--- src/rtl/maze_nav_ctrl.sv ---
// -----------------------------------------------------------------------------
// maze_nav_ctrl
// Maze-navigation controller. The IR line pattern is classified into five
// flags, and each flag is debounced. A wall-follow FSM then issues commands to
// the speedctl driver (continuous speed) or the stepctl driver (fixed step
// turns). The FSM uses the right-hand rule or the left-hand rule. It recovers
// with U-turns and detects the goal.
//
// Optional feature: define TURN_LOG_EN to keep a 16-bit history of turn
// decisions on turn_log. With TURN_LOG_EN undefined, turn_log is held at zero.
//
// Ports
//   WF_CLK      in   system clock
//   rst         in   synchronous active-high reset
//   start       in   go request, taken in IDLE. In DONE it returns to IDLE.
//   bump        in   bump switch; forces IDLE from any active state
//   ir_color    in   NCH line sensors, 1 = black, bit 0 = rightmost
//   step_done   in   stepctl pair idle
//   speed_en    out  enable speed-mode driver
//   step_en     out  one-cycle load pulse to stepctl
//   driver_sel  out  0 = speedctl drives motors, 1 = stepctl
//   dirL/dirR   out  wheel direction, 0 = forward
//   speedL/R    out  wheel speed command
//   degreeL/R   out  step target, valid with step_en
//   state       out  current FSM state code
//   lost_led    out  debounced lost flag
//   uturn_cnt   out  consecutive U-turns since the last junction turn
//   turn_log    out  turn history: 2 bits per entry, newest entry in [1:0]
// -----------------------------------------------------------------------------
module maze_nav_ctrl #(
    parameter int NCH        = 8,
    parameter int SPW        = 16,
    parameter int DEB_CYC    = 1600000,
    parameter int SPD_SEARCH = 360,
    parameter int SPD_FOLLOW = 180,
    parameter int DEG_OUT    = 240,
    parameter int DEG_UTURN  = 360,
    parameter int RULE       = 0,
    parameter int MAX_UTURN  = 3
) (
    input  logic                           WF_CLK,
    input  logic                           rst,
    input  logic                           start,
    input  logic                           bump,
    input  logic [NCH-1:0]                 ir_color,
    input  logic                           step_done,
    output logic                           speed_en,
    output logic                           step_en,
    output logic                           driver_sel,
    output logic                           dirL,
    output logic                           dirR,
    output logic [SPW-1:0]                 speedL,
    output logic [SPW-1:0]                 speedR,
    output logic [SPW-1:0]                 degreeL,
    output logic [SPW-1:0]                 degreeR,
    output logic [3:0]                     state,
    output logic                           lost_led,
    output logic [$clog2(MAX_UTURN+1)-1:0] uturn_cnt,
    output logic [15:0]                    turn_log
);

    localparam int H  = NCH / 2;
    localparam int HW = $clog2(H + 1);
    localparam int UW = $clog2(MAX_UTURN + 1);
    localparam int DW = (DEB_CYC > 1) ? $clog2(DEB_CYC) : 1;

    typedef enum logic [3:0] {
        S_IDLE = 4'd0, S_SEARCH = 4'd1, S_FOLLOW = 4'd2, S_ADJUST = 4'd3,
        S_TURN_R = 4'd4, S_TURN_L = 4'd5, S_UTURN = 4'd6, S_STEP_WAIT = 4'd7,
        S_DONE = 4'd8
    } state_t;

    // Flag vector layout: 0 ctr, 1 rall, 2 lall, 3 lost, 4 ok
    logic [H-2:0]  sym;
    logic [4:0]    raw_flags;
    logic [4:0]    deb_flags;
    logic [HW-1:0] lsum, rsum;

    // The pattern is symmetric about the centre pair. Mirror positions compare equal.
    genvar gi;
    generate
        for (gi = 0; gi < H - 1; gi++) begin : g_sym
            assign sym[gi] = (ir_color[H+1+gi] == ir_color[H-2-gi]);
        end
    endgenerate

    assign raw_flags[0] = ir_color[H-1] | ir_color[H];
    assign raw_flags[1] = &ir_color[H-1:0];
    assign raw_flags[2] = &ir_color[NCH-1:H];
    assign raw_flags[3] = ~|ir_color;
    assign raw_flags[4] = raw_flags[0] & (&sym);

    always_comb begin
        lsum = '0;
        rsum = '0;
        for (int i = 0; i < H; i++) begin
            rsum = rsum + HW'(ir_color[i]);
            lsum = lsum + HW'(ir_color[H+i]);
        end
    end

    // Each flag counts while its raw value disagrees with the debounced value.
    // The debounced value flips after DEB_CYC consecutive cycles of disagreement.
    generate
        for (gi = 0; gi < 5; gi++) begin : g_deb
            logic [DW-1:0] cnt_reg;
            logic          deb_reg;
            always_ff @(posedge WF_CLK) begin
                if (rst) begin
                    cnt_reg <= '0;
                    deb_reg <= 1'b0;
                end else if (raw_flags[gi] == deb_reg) begin
                    cnt_reg <= '0;
                end else if (cnt_reg == DW'(DEB_CYC - 1)) begin
                    cnt_reg <= '0;
                    deb_reg <= raw_flags[gi];
                end else begin
                    cnt_reg <= cnt_reg + 1'b1;
                end
            end
            assign deb_flags[gi] = deb_reg;
        end
    endgenerate

    logic ctr_deb, rall_deb, lall_deb, lost_deb, ok_deb, pref_deb, other_deb;
    assign ctr_deb   = deb_flags[0];
    assign rall_deb  = deb_flags[1];
    assign lall_deb  = deb_flags[2];
    assign lost_deb  = deb_flags[3];
    assign ok_deb    = deb_flags[4];
    assign pref_deb  = (RULE == 0) ? rall_deb : lall_deb;
    assign other_deb = (RULE == 0) ? lall_deb : rall_deb;

    state_t         state_reg, state_next;
    logic           sw_first_reg, sw_first_next;
    logic [UW-1:0]  uturn_cnt_reg, uturn_cnt_next, uturn_inc;
    logic           speed_en_reg, speed_en_next, step_en_reg, step_en_next;
    logic           driver_sel_reg, driver_sel_next;
    logic           dir_l_reg, dir_l_next, dir_r_reg, dir_r_next;
    logic [SPW-1:0] speed_l_reg, speed_l_next, speed_r_reg, speed_r_next;
    logic [SPW-1:0] degree_l_reg, degree_l_next, degree_r_reg, degree_r_next;
    logic           lost_led_reg;

    always_comb begin
        state_next     = state_reg;
        uturn_inc      = (uturn_cnt_reg == UW'(MAX_UTURN)) ? uturn_cnt_reg : uturn_cnt_reg + 1'b1;
        uturn_cnt_next = uturn_cnt_reg;
        case (state_reg)
            S_IDLE:      if (start && !bump) state_next = S_SEARCH;
            S_SEARCH:    if (ctr_deb) state_next = S_FOLLOW;
            S_FOLLOW: begin
                if (rall_deb && lall_deb)    state_next = S_DONE;
                else if (pref_deb)           state_next = (RULE == 0) ? S_TURN_R : S_TURN_L;
                else if (other_deb || ok_deb) state_next = S_FOLLOW;
                else if (lost_deb)           state_next = S_UTURN;
                else                         state_next = S_ADJUST;
            end
            S_ADJUST:    if (lsum == rsum) state_next = S_FOLLOW;
            S_TURN_R, S_TURN_L: begin
                uturn_cnt_next = '0;
                state_next     = S_STEP_WAIT;
            end
            S_UTURN: begin
                uturn_cnt_next = uturn_inc;
                state_next     = (uturn_inc == UW'(MAX_UTURN)) ? S_DONE : S_STEP_WAIT;
            end
            // The first cycle is skipped because stepctl has not yet seen the load pulse.
            S_STEP_WAIT: if (!sw_first_reg && step_done) state_next = S_FOLLOW;
            S_DONE: begin
                if (start) begin
                    state_next     = S_IDLE;
                    uturn_cnt_next = '0;
                end
            end
            default:     state_next = S_IDLE;
        endcase
        if (bump && state_reg != S_IDLE) state_next = S_IDLE;
        sw_first_next = (state_next == S_STEP_WAIT) && (state_reg != S_STEP_WAIT);
    end

    // Output decode of the current state. These values are registered, so each
    // state's commands appear one cycle after the state is entered.
    always_comb begin
        speed_en_next   = 1'b0;
        step_en_next    = 1'b0;
        driver_sel_next = 1'b0;
        dir_l_next      = 1'b0;
        dir_r_next      = 1'b0;
        speed_l_next    = '0;
        speed_r_next    = '0;
        degree_l_next   = '0;
        degree_r_next   = '0;
        case (state_reg)
            S_SEARCH, S_FOLLOW, S_ADJUST: begin
                speed_en_next = 1'b1;
                speed_l_next  = (state_reg == S_SEARCH) ? SPW'(SPD_SEARCH) : SPW'(SPD_FOLLOW);
                speed_r_next  = speed_l_next;
                if (state_reg == S_ADJUST) begin
                    // Pivot toward the heavier half. The wheel on that side runs in reverse.
                    if (lsum > rsum) dir_l_next = 1'b1;
                    else             dir_r_next = 1'b1;
                end
            end
            S_TURN_R, S_TURN_L, S_UTURN: begin
                step_en_next    = 1'b1;
                driver_sel_next = 1'b1;
                speed_l_next    = SPW'(SPD_FOLLOW);
                speed_r_next    = SPW'(SPD_FOLLOW);
                if (state_reg == S_UTURN) begin
                    degree_l_next = SPW'(DEG_UTURN);
                    degree_r_next = SPW'(DEG_UTURN);
                    dir_r_next    = 1'b1;
                end else if (state_reg == S_TURN_R) begin
                    degree_l_next = SPW'(DEG_OUT);
                    degree_r_next = SPW'(DEG_OUT / 2);
                    dir_r_next    = 1'b1;
                end else begin
                    degree_r_next = SPW'(DEG_OUT);
                    degree_l_next = SPW'(DEG_OUT / 2);
                    dir_l_next    = 1'b1;
                end
            end
            S_STEP_WAIT: begin
                driver_sel_next = 1'b1;
                dir_l_next      = dir_l_reg;
                dir_r_next      = dir_r_reg;
                speed_l_next    = speed_l_reg;
                speed_r_next    = speed_r_reg;
                degree_l_next   = degree_l_reg;
                degree_r_next   = degree_r_reg;
            end
            default: ;
        endcase
        if (bump && state_reg != S_IDLE) begin
            speed_en_next   = 1'b0;
            step_en_next    = 1'b0;
            driver_sel_next = 1'b0;
            dir_l_next      = 1'b0;
            dir_r_next      = 1'b0;
            speed_l_next    = '0;
            speed_r_next    = '0;
            degree_l_next   = '0;
            degree_r_next   = '0;
        end
    end

    always_ff @(posedge WF_CLK) begin
        if (rst) begin
            state_reg      <= S_IDLE;
            sw_first_reg   <= 1'b0;
            uturn_cnt_reg  <= '0;
            speed_en_reg   <= 1'b0;
            step_en_reg    <= 1'b0;
            driver_sel_reg <= 1'b0;
            dir_l_reg      <= 1'b0;
            dir_r_reg      <= 1'b0;
            speed_l_reg    <= '0;
            speed_r_reg    <= '0;
            degree_l_reg   <= '0;
            degree_r_reg   <= '0;
            lost_led_reg   <= 1'b0;
        end else begin
            state_reg      <= state_next;
            sw_first_reg   <= sw_first_next;
            uturn_cnt_reg  <= uturn_cnt_next;
            speed_en_reg   <= speed_en_next;
            step_en_reg    <= step_en_next;
            driver_sel_reg <= driver_sel_next;
            dir_l_reg      <= dir_l_next;
            dir_r_reg      <= dir_r_next;
            speed_l_reg    <= speed_l_next;
            speed_r_reg    <= speed_r_next;
            degree_l_reg   <= degree_l_next;
            degree_r_reg   <= degree_r_next;
            lost_led_reg   <= lost_deb;
        end
    end

`ifdef TURN_LOG_EN
    logic [15:0] turn_log_reg, turn_log_next;

    always_comb begin
        turn_log_next = turn_log_reg;
        case (state_reg)
            S_TURN_L: turn_log_next = {turn_log_reg[13:0], 2'd1};
            S_TURN_R: turn_log_next = {turn_log_reg[13:0], 2'd2};
            S_UTURN:  turn_log_next = {turn_log_reg[13:0], 2'd3};
            S_DONE:   if (start) turn_log_next = '0;
            default: ;
        endcase
    end

    always_ff @(posedge WF_CLK) begin
        if (rst) turn_log_reg <= '0;
        else     turn_log_reg <= turn_log_next;
    end

    assign turn_log = turn_log_reg;
`else
    assign turn_log = '0;
`endif

    assign state      = state_reg;
    assign speed_en   = speed_en_reg;
    assign step_en    = step_en_reg;
    assign driver_sel = driver_sel_reg;
    assign dirL       = dir_l_reg;
    assign dirR       = dir_r_reg;
    assign speedL     = speed_l_reg;
    assign speedR     = speed_r_reg;
    assign degreeL    = degree_l_reg;
    assign degreeR    = degree_r_reg;
    assign lost_led   = lost_led_reg;
    assign uturn_cnt  = uturn_cnt_reg;

endmodule

--- config.mk ---
export PLATFORM = sky130hd
export DESIGN_NAME = maze_nav_ctrl
export DESIGN_NICKNAME = d
export VERILOG_FILES = /design/src/rtl/maze_nav_ctrl.sv
export SDC_FILE = /design/constraint.sdc
export NUM_CORES = 1
export LEC_CHECK = 0
export CAP_MARGIN = 0
export CORE_UTILIZATION = 60
export CTS_BUF_LIST = sky130_fd_sc_hd__clkbuf_4 sky130_fd_sc_hd__clkbuf_8
export CTS_CLUSTER_SIZE = 10
export DETAILED_ROUTE_END_ITERATION = 7
export PLACE_DENSITY = 0.93
export SETUP_SLACK_MARGIN = 0.3
export SLEW_MARGIN = 20
export SYNTH_ARGS = -nofsm -noshare
export SYNTH_HDL_FRONTEND = slang
export SYNTH_SLANG_ARGS = --single-unit
--- constraint.sdc ---
create_clock -name WF_CLK -period 8.82 [get_ports WF_CLK]
set_clock_uncertainty 0.15 [all_clocks]
set_input_delay 1.764 -clock WF_CLK [delete_from_list [all_inputs] [get_ports WF_CLK]]
set_output_delay 1.764 -clock WF_CLK [all_outputs]
set_load 0.005 [all_outputs]
==> flow_summary.ini, run 1 <==
[detailed_routing]
via_count = 5044
wl_per_cell_um = 13.3
viasPerCell = 5.28
drcViolationCount = 0
drtPass1Iterations = 5
drt-total-wl_um = 12700
drtAntennaViolNets = 0
drt-initial-drc-count = 211

[synth]
ys_ff_latch = 133
syn_area_sq_um = 6660
synth_edf_count = 0
synth_ff_type = dfxtp_1
synth_cell_types = 56
synth_mux_area_frac = 0.00770
synthSimpleGateAreaFrac = 0.274
synth_top_cell_by_area = dfxtp_1
ys_top_cells_by_area = dfxtp_1 40%, nor2_1 8.3%, buf_4 8.2%
synth_top_family_by_area = simple AND/OR/NAND/NOR gates
synth-xor-area-share = 0.134
synth_compound_area_frac = 0.0325
synth_top_cell_area_share = 0.400
netlist_instances = 774
synthAdderAreaFrac = 0.0361
syn_area_per_cell_sq_um = 8.60
ys_seq_area_frac = 0.400
yosys-top-cells-count = 148 x nor2_1, 133 x dfxtp_1, 73 x buf_4
yosysMostFrequentCell = nor2_1
ys_async_sr_fraction = 0
yosys_warnings = 0

[power]
peakVddDrop_uv = 190
power_density_nw_per_um2 = 170
power.share.clock = 0.472
internal_power_w = 0.000975
swShare = 0.219
power_leakage_nw = 2.62
p_comb_frac = 0.043
switching_power_w = 0.000274
power.share.sequential = 0.485

[critical_path]
startpoint_type = input port
cp-end-kind = register
cp_cell_sequence = clkdlybuf4s50_1 > inv_1 > fa_1 > inv_1 > ha_1 > ha_1 > inv_1 > ha_1 > nor2b_1 > o21a_1 > o21a_1 > or3_1 > a21oi_1
cp.arrival_ns = 4.62
cp_slowest_cell = clkdlybuf4s50_1
worstSetupPathType = in2reg
slowest_delay_ns = 0.53
critPathMaxFanout = 3
critical_path_required_ns = 9.05

[clocking]
clkSinkCount = 133
insertion_delay_ns = 0.44
clkTransAtPathRegs_ns = 0.08
clk_path_buf_depth = 2
cts_inserted_buffers = 17
cts_resized = 0
htreeDepth = 4
cts_tree = done
cts_setup_buffers = 0
cts_root_buf = clkbuf_8
cts-hold-fix-buffers = 0

[floorplanning]
num_rows = 38
die_w_um = 107
ios = 105
start_util = 0.614
dieArea_sq_um = 11500
core_area_sq_um = 10800
dieHeight_um = 107

[layout]
area_delta_synth_final_pct = 10.1
layout-drive-gt1-share = 0.0588
final_area_sq_um = 7330
largest_register_ffs = 105
fin_nets = 835
num_antenna_cells = 0

[grt]
grt_pass1_wl_um = 20800
grt_usage = 0.230
grt_max_degree = 22
grt-ovfl-total = 0
grt_pass1_vias = 4607
antenna_found_initial = 0

[timing]
fmax_mhz = 228
maxSlewViolCount = 0
post-route-min-period_ns = 4.40
relSlewSlack = 0.495
hold_viol_final = 0
tightestPinTransition_ns = 0.755
finalSetupViolCount = 0
tns_ns = 0
fin_crit_sh = 0.498
rsz0062_at_grt = false

[placement]
port_buffers = 50
dpl-instance-area_sq_um = 6870
hpwlAfterDp_um = 8710
place_congestion = 0.870

[hold_path]
hold_path_class = reg2reg

[job]
cap_viol_max_count = 0

[outcome]
outcome = complete, no violations
==> final cells by class <==
cell class	instances	area, sq um
tap	140	175
inverter	29	109
clock inverter	11	199
fill	807	3510
sequential	133	2660
timing repair buffer	50	500
multi-input combinational	573	3430
clock buffer	20	263
==> worst paths after layout <==
| kind | start | end | slack [ns] | cells past startpoint |
|---|---|---|---|---|
| max | ir_color[0] | dirR | 4.43 | 13 |
| min | g_deb[0].cnt_reg[0] | g_deb[0].cnt_reg[0] | 0.31 | 1 |
| max reg2reg | g_deb[2].cnt_reg[0] | g_deb[2].cnt_reg[8] | 6.36 | 6 |
| min reg2reg | g_deb[0].cnt_reg[0] | g_deb[0].cnt_reg[0] | 0.31 | 1 |
==> critical path: cells and delay by family <==
kind,cells,cell delay (ns)
AOI/OAI and AO/OA,3,0.47
adders and majority gates,4,1.25
buffers and inverters,4,0.71
and+or+nand+nor,2,0.43
==> power by group through the flow <==
stage | Sequential [W] | Combinational (W) | Clock [W]
6_report | 0.000606 | 0.0000541 | 0.000590
4_1_cts | 0.000605 | 0.0000537 | 0.000596
3_3_place_gp | 0.000619 | 0.0000503 | 0
2_1_floorplan | 0.000618 | 0.0000549 | 0
5_1_grt | 0.000606 | 0.0000625 | 0.000626
3_5_place_dp | 0.000619 | 0.0000528 | 0
==> cell families after synthesis <==
logic type / count (synthesis)
buffers and inverters: 121
flip-flops: 133
adder cells (fa/ha/maj): 18
other: 1
multiplexers: 5
AO/OA/AOI/OAI: 35
XOR/XNOR: 102
AND/OR/NAND/NOR: 359
==> cells in the final DEF (no fill, tap or decap), drive strengths merged, types with 6 or more instances in the layout <==
| cell type | netlist | routed |
|---|---|---|
| nand2 | 46 | 46 |
| nor2 | 149 | 149 |
| and4 | 8 | 8 |
| nor4 | 13 | 13 |
| clkdlybuf4s50 | 0 | 50 |
| or3 | 8 | 8 |
| nor2b | 6 | 6 |
| nand2b | 8 | 8 |
| xnor2 | 42 | 42 |
| nand4 | 24 | 24 |
| ha | 16 | 16 |
| inv | 29 | 31 |
| clkbuf | 9 | 20 |
| conb | 1 | 54 |
| xor2 | 60 | 60 |
| and3 | 15 | 15 |
| a21oi | 13 | 13 |
| o21ai | 7 | 7 |
| dfxtp | 133 | 133 |
| nor3 | 17 | 17 |
| nand3 | 47 | 47 |
==> metal layers <==
layer,GRT usage,wire length (um),vias up
met5,0,0,-
met4,0.0832,176,0
met3,0.0714,755,19
met2,0.386,6310,133
met1,0.277,5470,2398
li1,-,-,2494
==> per-stage QoR <==
step                power (W)  hold WS, ns  instances   util  setup WS, ns
finish                0.00125        0.314        956  0.677          4.43
global route          0.00129        0.342        956  0.677          4.26
global placement     0.000670        0.287        925  0.634          4.04
detailed placement   0.000672        0.302        925  0.634          3.95
floorplan            0.000673        0.276        827      -          4.67
CTS                   0.00126        0.321        956  0.677          4.42
Note: power is estimated with default switching activity, not from simulation.
==> run 2, diff against run 1 <==
--- a/config.mk
+++ b/config.mk
@@ -6,11 +6,11 @@
 export NUM_CORES = 1
 export LEC_CHECK = 0
 export CAP_MARGIN = 0
-export CORE_UTILIZATION = 60
+export CORE_UTILIZATION = 56
 export CTS_BUF_LIST = sky130_fd_sc_hd__clkbuf_4 sky130_fd_sc_hd__clkbuf_8
 export CTS_CLUSTER_SIZE = 10
 export DETAILED_ROUTE_END_ITERATION = 7
-export PLACE_DENSITY = 0.93
+export PLACE_DENSITY = 0.88
 export SETUP_SLACK_MARGIN = 0.3
 export SLEW_MARGIN = 20
 export SYNTH_ARGS = -nofsm -noshare
==> constraint.sdc (replaced) <==
create_clock -name WF_CLK -period 4.4 [get_ports WF_CLK]
set_clock_uncertainty 0.15 [all_clocks]
set_input_delay 0.88 -clock WF_CLK [delete_from_list [all_inputs] [get_ports WF_CLK]]
set_output_delay 0.88 -clock WF_CLK [all_outputs]
set_load 0.005 [all_outputs]
==> run 2 against run 1 <==
Against the previous run:
- critical path type unchanged
- global-route usage decreased by 1.7 points
- first-iteration DRC count increased by 100%
- the run now ends with DRC left
- clock-buffer cell count decreased by 1
- hold slack got worse by 0.0039 ns
- via count decreased by 2.0%
- critical path depth unchanged
- highest routed layer unchanged
- sequential share of layout area about the same
- design area about the same
- register-to-register slack got worse by 4.4 ns
- setup slack got worse by 3.5 ns
==> flow_summary.ini, run 2 (synthesis results as in run 1) <==
[critical_path]
crit_start = ir_color[0]
cp_slowest_cell = fa_1
rr_worst_depth = 6
critical_path_required_ns = 4.63
critPathBufInv = 4
cp_cell_sequence = clkdlybuf4s50_1 > inv_1 > fa_1 > inv_1 > ha_1 > ha_1 > inv_1 > ha_1 > nor2b_1 > o21a_1 > o21a_1 > or3_1 > a21oi_1
slowest_delay_ns = 0.54
cp-end-kind = register
critPathTopFamily = adder cells
r2r-end = g_deb[2].cnt_reg[11]
cp.arrival_ns = 3.75
r2r_slack_ns = 1.93
startpoint_type = input port
critPathMaxFanout = 3
worstSetupPathType = in2reg
reg2reg_from = g_deb[2].cnt_reg[0]

[clocking]
clkTransAtPathRegs_ns = 0.08
clkSinkCount = 133
htreeDepth = 4
clk_path_buf_depth = 2
insertion_delay_ns = 0.44
cts_resized = 0
cts_inserted_buffers = 17
cts_tree = done
cts_setup_buffers = 0
cts_root_buf = clkbuf_8
cts-hold-fix-buffers = 0

[floorplanning]
ios = 105
die_w_um = 111
dieHeight_um = 111
core_area_sq_um = 11500
dieArea_sq_um = 12300
num_rows = 39
start_util = 0.578

[grt]
grt_usage = 0.213
antenna_found_initial = 0
grt_pass1_wl_um = 21500
grt_pass1_vias = 4827
grt_max_degree = 22
grt-ovfl-total = 0

[power]
power_leakage_nw = 2.63
power_density_nw_per_um2 = 334
total_power_w = 0.00245
peakVddDrop_uv = 367

[timing]
relSlewSlack = 0.502
fin_crit_sh = 0.801
rsz0062_at_grt = false
tns_ns = 0
hold_viol_final = 0
finalSetupViolCount = 0
tightestPinTransition_ns = 0.747
fmax_mhz = 284
maxSlewViolCount = 0
post-route-min-period_ns = 3.52

[layout]
largest_register_ffs = 105
num_antenna_cells = 0
layout-drive-gt1-share = 0.0611
area_delta_synth_final_pct = 10.1
fin_nets = 836
final_cell_mix = 148 x nor2_1, 133 x dfxtp_1, 60 x xor2_1
fillers = 945
multi_input_area_sq_um = 3430
ff_latch_area_sq_um = 2660
final_common_cell = nor2_1

[detailed_routing]
via_count = 4942
drt-initial-drc-count = 426
drcViolationCount = 7
viasPerCell = 5.14
drtAntennaViolNets = 0
drt-total-wl_um = 12300
drtPass1Iterations = 7
wl_per_cell_um = 12.8

[job]
cap_viol_max_count = 0

[placement]
port_buffers = 50
place_congestion = 0.817
hpwlAfterDp_um = 8660

[hold_path]
min_from = degreeR[3]
min_path_cells = 2
hold_end = degreeR[3]
hold_path_class = reg2reg

[outcome]
violations = DRC
outcome = finished, violations left
-- run 2: cell count changes in the layout (fill, tap and decap cells not counted) --
cell	change
clkbuf_8	-1
clkinvlp_4	-2
inv_6	+1
bufinv_16	-1
buf_4	+1
clkinv_4	+2
inv_8	+1
clkinv_2	+1
-- run 2: worst max-delay path by stage --
stage | end | depth (start not counted) | slack, ns
global route | dirR | 13 | 0.76
detailed placement | dirR | 13 | 0.44
global placement | dirR | 13 | 0.51
finish | dirR | 13 | 0.88
CTS | dirR | 13 | 0.90
floorplan | dirR | 12 | 1.13
-- run 2: layout make-up --
cell class / instances / share of cell area
Inverter: 29 / 0.0149
Clock inverter: 13 / 0.0268
Sequential cell: 133 / 0.363
Tap cell: 143 / 0.0244
Multi-Input combinational cell: 573 / 0.467
Clock buffer: 19 / 0.0340
Timing Repair Buffer: 51 / 0.0693
-- run 2: worst min-delay path, stage by stage, from the launching register on --
cell	delay, ns
dfxtp_1	0.32
nand2_1	0.05
a21oi_1	0.05
-- run 2: per-layer routing --
layer  GRT usage  up-vias  share of wire
li1            -     2504              -
met1       0.254     2333           0.45
met2       0.360       84           0.50
met3      0.0601       21          0.036
met4      0.0847        0          0.018
met5           0        -              0
-- run 2: stage by stage --
stage	setup WS (ns)	hold slack, ns	cell area [sq um]	util	std cells
floorplan	1.13	0.276	6860	-	827
global placement	0.507	0.290	6880	0.598	929
detailed placement	0.436	0.299	6880	0.598	929
CTS	0.902	0.311	7330	0.636	961
global route	0.764	0.332	7330	0.636	961
finish	0.878	0.310	7330	0.636	961
-- run 2: report_power, final --
| part | switching [W] | leakage [nW] | internal (W) |
|---|---|---|---|
| logic | 0.0000611 | 1.33 | 0.0000451 |
| registers | 0.00000705 | 1.07 | 0.00121 |
| clock network | 0.000487 | 0.224 | 0.000640 |
| total | 0.000555 | 2.63 | 0.00189 |
==> RTL edit 1, RTL diff (config.mk and constraints of run 2) <==
Change the parameter `NCH` from 8 to 4.
--- a/src/rtl/maze_nav_ctrl.sv
+++ b/src/rtl/maze_nav_ctrl.sv
@@ -28,7 +28,7 @@
 //   turn_log    out  turn history: 2 bits per entry, newest entry in [1:0]
 // -----------------------------------------------------------------------------
 module maze_nav_ctrl #(
-    parameter int NCH        = 8,
+    parameter int NCH        = 4,
     parameter int SPW        = 16,
     parameter int DEB_CYC    = 1600000,
     parameter int SPD_SEARCH = 360,
Interface: changed (resized ir_color); port bits go from 105 to 101. The function was not compared with the original's and may differ.
==> RTL edit 1 against run 2 <==
Sequential cell count unchanged. Worst hold slack got worse by 0.0072 ns. Total power decreased by 3.9%. Area after synthesis decreased by 4.8%. Final cell count decreased by 3.1%. Routed wire length decreased by 7.5%. Cell area decreased by 4.9%. Clock power decreased by 7%. Setup slack improved by 0.66 ns. Count of clock-buffer cells in the layout decreased by 2.
==> RTL edit 1: results (changes against run 2) <==
\begin{tabular}{lr}
\hline
Metric & Value \\
\hline
\multicolumn{2}{l}{\textbf{Status}} \\
\quad Status & complete, no violations (was finished, violations left) \\
\multicolumn{2}{l}{\textbf{Logic synthesis}} \\
\quad Biggest area contributors in the synthesized netlist & dfxtp\_1, nor2\_1, xor2\_1 (was dfxtp\_1, nor2\_1, buf\_4) \\
\quad Sequential cell area fraction in the yosys report & 42.0\% (was 40.0\%) \\
\quad Compound-cell area share of the yosys netlist & 3.53\% (was 3.25\%) \\
\quad Number of standard cells after synthesis & 747 (was 774) \\
\quad Area share of xor/xnor cells in the synthesized design & 14.0\% (was 13.4\%) \\
\quad Adder-Cell Fraction of Synth Area & 2.17\% (was 3.61\%) \\
\multicolumn{2}{l}{\textbf{Global routing}} \\
\quad Vias in the first global route & 4253 (was 4827) \\
\multicolumn{2}{l}{\textbf{Cells and area}} \\
\quad Number of filler instances in the final layout & 893 (was 945) \\
\quad Multi-input gate share of the layout cell area & 45.5\% (was 46.7\%) \\
\quad Clock distribution area overhead in the final layout & 5.92\% (was 6.08\%) \\
\quad P\&R area growth vs syn & 9.95\% (was 10.1\%) \\
\quad Flip-flop and latch count & 133 (unchanged) \\
\multicolumn{2}{l}{\textbf{Place}} \\
\quad Hpwl dp & 7710 µm (was 8660 µm) \\
\quad Minimum setup slack after placement & 1.25 ns (was 0.436 ns) \\
\quad Post-Place Cell Area & 6560 µm² (was 6880 µm²) \\
\quad Placer's final routability congestion estimate & 0.826 (was 0.817) \\
\quad Number of placed instances with taps included & 899 (was 929) \\
\multicolumn{2}{l}{\textbf{Power and ir drop}} \\
\quad Leakage power & 2.52 nW (was 2.63 nW) \\
\quad Combinational Power Share & 3.4\% (was 4.3\%) \\
\multicolumn{2}{l}{\textbf{Setup path}} \\
\quad Slowest cell on crit path & dfxtp\_1 (was fa\_1) \\
\quad CP top delay family & flip-flops (was adder cells) \\
\quad Worst setup path endpoint & state[1] (was dirR\$\_SDFFE\_PP0N\_) \\
\quad CP Max Fanout & 19 (was 3) \\
\multicolumn{2}{l}{\textbf{Worst hold path}} \\
\quad Worst Min Path Start & g\_deb[4].cnt\_reg[0]\$\_SDFF\_PP0\_ (was degreeR[3]\$\_SDFFE\_PP0N\_) \\
\quad Hold endpoint & g\_deb[4].cnt\_reg[0]\$\_SDFF\_PP0\_ (was degreeR[3]\$\_SDFFE\_PP0N\_) \\
\multicolumn{2}{l}{\textbf{STA}} \\
\quad Worst hold slack & 0.303 ns (was 0.310 ns) \\
\multicolumn{2}{l}{\textbf{Drt}} \\
\quad Number of vias per cell & 5.09 (was 5.14) \\
\hline
\end{tabular}
[RTL edit 1: layer usage]
| layer | routed length, µm | track usage, % | share of wire [%] | vias to the layer above |
|---|---|---|---|---|
| met5 | 0 | 0 | 0 | - |
| met4 | 166 | 6.47 | 1.5 | 0 |
| met3 | 498 | 5.85 | 4.4 | 17 |
| met2 | 5520 | 34.7 | 49 | 114 |
| met1 | 5160 | 24.5 | 45 | 2172 |
| li1 | - | - | - | 2436 |
[RTL edit 1: cell families (layout without fill, tap and decap cells)]
| logic type | after synthesis | in the layout |
|---|---|---|
| buffers and inverters | 111 | 102 |
| and+or+nand+nor | 352 | 352 |
| muxes | 3 | 3 |
| AOI/OAI and AO/OA | 35 | 35 |
| DFF | 133 | 133 |
| xor gates and xnor gates | 101 | 101 |
| other | 1 | 54 |
| adders and majority gates | 11 | 11 |
==> RTL edit 2, RTL diff (settings of run 2) <==
Without the edit above. Remove the register `speed_en_reg`: a continuous assignment takes its place, so the output `speed_en` follows one clock earlier.
--- a/src/rtl/maze_nav_ctrl.sv
+++ b/src/rtl/maze_nav_ctrl.sv
@@ -249,7 +249,6 @@
             state_reg      <= S_IDLE;
             sw_first_reg   <= 1'b0;
             uturn_cnt_reg  <= '0;
-            speed_en_reg   <= 1'b0;
             step_en_reg    <= 1'b0;
             driver_sel_reg <= 1'b0;
             dir_l_reg      <= 1'b0;
@@ -263,7 +262,6 @@
             state_reg      <= state_next;
             sw_first_reg   <= sw_first_next;
             uturn_cnt_reg  <= uturn_cnt_next;
-            speed_en_reg   <= speed_en_next;
             step_en_reg    <= step_en_next;
             driver_sel_reg <= driver_sel_next;
             dir_l_reg      <= dir_l_next;
@@ -275,6 +273,8 @@
             lost_led_reg   <= lost_deb;
         end
     end
+
+    assign speed_en_reg = speed_en_next;
 
 `ifdef TURN_LOG_EN
     logic [15:0] turn_log_reg, turn_log_next;
Function: changed (Yosys sat finds a counterexample within 4 cycles, from zero or initial values and one cycle with rst high).
==> RTL edit 2 against run 2 <==
Critical endpoint unchanged. Area after synthesis is 2.4% lower. Sequential cell count down 1. Count of clock-buffer cells in the layout shrank 1. Non-clock buffer count down 1. Total power is 8.2% lower. Routed wire length is 3.8% lower. Setup slack gained 0.13 ns. Cell area down 3.0%. Global-route usage is 0.077 points lower.
==> RTL edit 2: results (changes against run 2) <==
\begin{tabular}{lr}
\hline
Metric & Value \\
\hline
\multicolumn{2}{l}{\textbf{Status}} \\
\quad Status & complete, no violations (was finished, violations left) \\
\multicolumn{2}{l}{\textbf{Place}} \\
\quad Post-Place Cell Area & 6740 µm² (was 6880 µm²) \\
\quad Placer's final routability congestion estimate & 0.876 (was 0.817) \\
\quad Minimum setup slack after placement & 0.518 ns (was 0.436 ns) \\
\quad Hpwl dp & 8480 µm (was 8660 µm) \\
\multicolumn{2}{l}{\textbf{Global routing}} \\
\quad GR Util met2 & 36.1\% (was 36.0\%) \\
\quad Wire length of the first global-routing pass & 20100 µm (was 21500 µm) \\
\quad Vias in the first global route & 4604 (was 4827) \\
\quad Met1 routing resource usage after global routing & 25.4\% (about the same) \\
\quad Total global-route track usage & 21.2\% (was 21.3\%) \\
\multicolumn{2}{l}{\textbf{Power and ir drop}} \\
\quad Largest voltage drop on the vdd net & 221 µV (was 367 µV) \\
\quad Leakage power & 2.51 nW (was 2.63 nW) \\
\multicolumn{2}{l}{\textbf{Setup path}} \\
\quad Arr. time, crit path & 3.63 ns (was 3.75 ns) \\
\quad Reg2Reg Launch Point & g\_deb[0].cnt\_reg[0]\$\_SDFF\_PP0\_ (was g\_deb[2].cnt\_reg[0]\$\_SDFF\_PP0\_) \\
\quad Crit Reg-Reg Endpoint & g\_deb[0].cnt\_reg[18]\$\_SDFF\_PP0\_ (was g\_deb[2].cnt\_reg[11]\$\_SDFF\_PP0\_) \\
\multicolumn{2}{l}{\textbf{Drt}} \\
\quad Drt pass-1 iters & 6 (was 7) \\
\quad Via count & 4966 (was 4942) \\
\quad Number of violations reported at the end of detailed-routing iteration 0 & 301 (was 426) \\
\quad Routed length per placed instance & 12.4 µm (was 12.8 µm) \\
\multicolumn{2}{l}{\textbf{Cells and area}} \\
\quad Number of nets at the end of the flow & 827 (was 836) \\
\quad Number of filler instances in the final layout & 902 (was 945) \\
\quad Proportion of layout cells with a drive suffix above 1 & 4.94\% (was 6.11\%) \\
\quad Final core occ & 64.2\% (was 63.6\%) \\
\multicolumn{2}{l}{\textbf{Logic synthesis}} \\
\quad Most instantiated cells after synthesis & nor2\_1, dfxtp\_1, buf\_4 (unchanged) \\
\quad Cell taking the most area after synthesis & dfxtp\_1 (unchanged) \\
\quad Number of distinct standard cells referenced by the synthesized netlist & 52 (was 56) \\
\quad Average size of a mapped cell & 8.51 µm² (was 8.60 µm²) \\
\quad Sequential cell area fraction in the yosys report & 40.6\% (was 40.0\%) \\
\multicolumn{2}{l}{\textbf{STA}} \\
\quad Max transition margin & 45.6\% (was 50.2\%) \\
\quad Maximum clock frequency & 0.295 GHz (was 0.284 GHz) \\
\hline
\end{tabular}
RTL edit 2: cell types whose count changed in the layout (fill, tap and decap cells not counted), sizes merged, moves of 4 or more:
cell / delta
and3: -4
or3: -5
clkinvlp: +4
xnor2: -11
nand4: +7
nor3: +4
xor2: +9
nand2b: -4
nand3: -4
RTL edit 2: cell type report:
type                    count  area share (%)
repair buffers             50            7.04
clock buffers              18            3.39
well taps                 140            2.46
inverters                  27            1.42
flip-flops and latches    132            37.2
clock inverters            14            1.83
multi-input cells         568            46.7
RTL edit 2: cell families after synthesis:
logic type,count (synthesis),share of synthesized area [%]
buf+inv,117,11.3
other cells,1,0.0577
compound gates,34,3.25
xor+xnor,100,13.5
simple gates,355,26.4
mux,7,1.12
flops,132,40.6
fa+ha+maj,18,3.69
RTL edit 2: stage by stage:
step / power [W] / cells
2_1_floorplan: 0.00133 / 817
3_3_place_gp: 0.00133 / 917
3_5_place_dp: 0.00133 / 917
4_1_cts: 0.00227 / 949
5_1_grt: 0.00234 / 949
6_report: 0.00225 / 949
RTL edit 2: how the worst min path moves through the flow:
| stage | from | end | slack (ns) | cells after the start |
|---|---|---|---|---|
| 6_report | g_deb[0].cnt_reg[0]$_SDFF_PP0_ | g_deb[0].cnt_reg[0]$_SDFF_PP0_ | 0.31 | 1 |
| 5_1_grt | g_deb[4].cnt_reg[0]$_SDFF_PP0_ | g_deb[4].cnt_reg[0]$_SDFF_PP0_ | 0.34 | 1 |
| 4_1_cts | g_deb[4].cnt_reg[0]$_SDFF_PP0_ | g_deb[4].cnt_reg[0]$_SDFF_PP0_ | 0.32 | 1 |
| 3_5_place_dp | g_deb[0].cnt_reg[0]$_SDFF_PP0_ | g_deb[0].cnt_reg[0]$_SDFF_PP0_ | 0.30 | 1 |
| 3_3_place_gp | g_deb[0].cnt_reg[0]$_SDFF_PP0_ | g_deb[0].cnt_reg[0]$_SDFF_PP0_ | 0.28 | 1 |
| 2_1_floorplan | g_deb[0].cnt_reg[0]$_SDFF_PP0_ | g_deb[0].cnt_reg[0]$_SDFF_PP0_ | 0.26 | 1 |
RTL edit 2: power groups by stage:
stage,Sequential [W],Combinational [W],Clock (W)
2_1_floorplan,0.00123,0.000105,0
3_3_place_gp,0.00123,0.0000973,0
3_5_place_dp,0.00123,0.000101,0
4_1_cts,0.00120,0.000101,0.000965
5_1_grt,0.00120,0.000119,0.00102
6_report,0.00120,0.000102,0.000940
RTL edit 2: routing by layer:
layer / vias to the layer above / wire length (µm)
met5: - / 0
met4: 0 / 158
met3: 16 / 515
met2: 110 / 5850
met1: 2338 / 5270
li1: 2502 / -
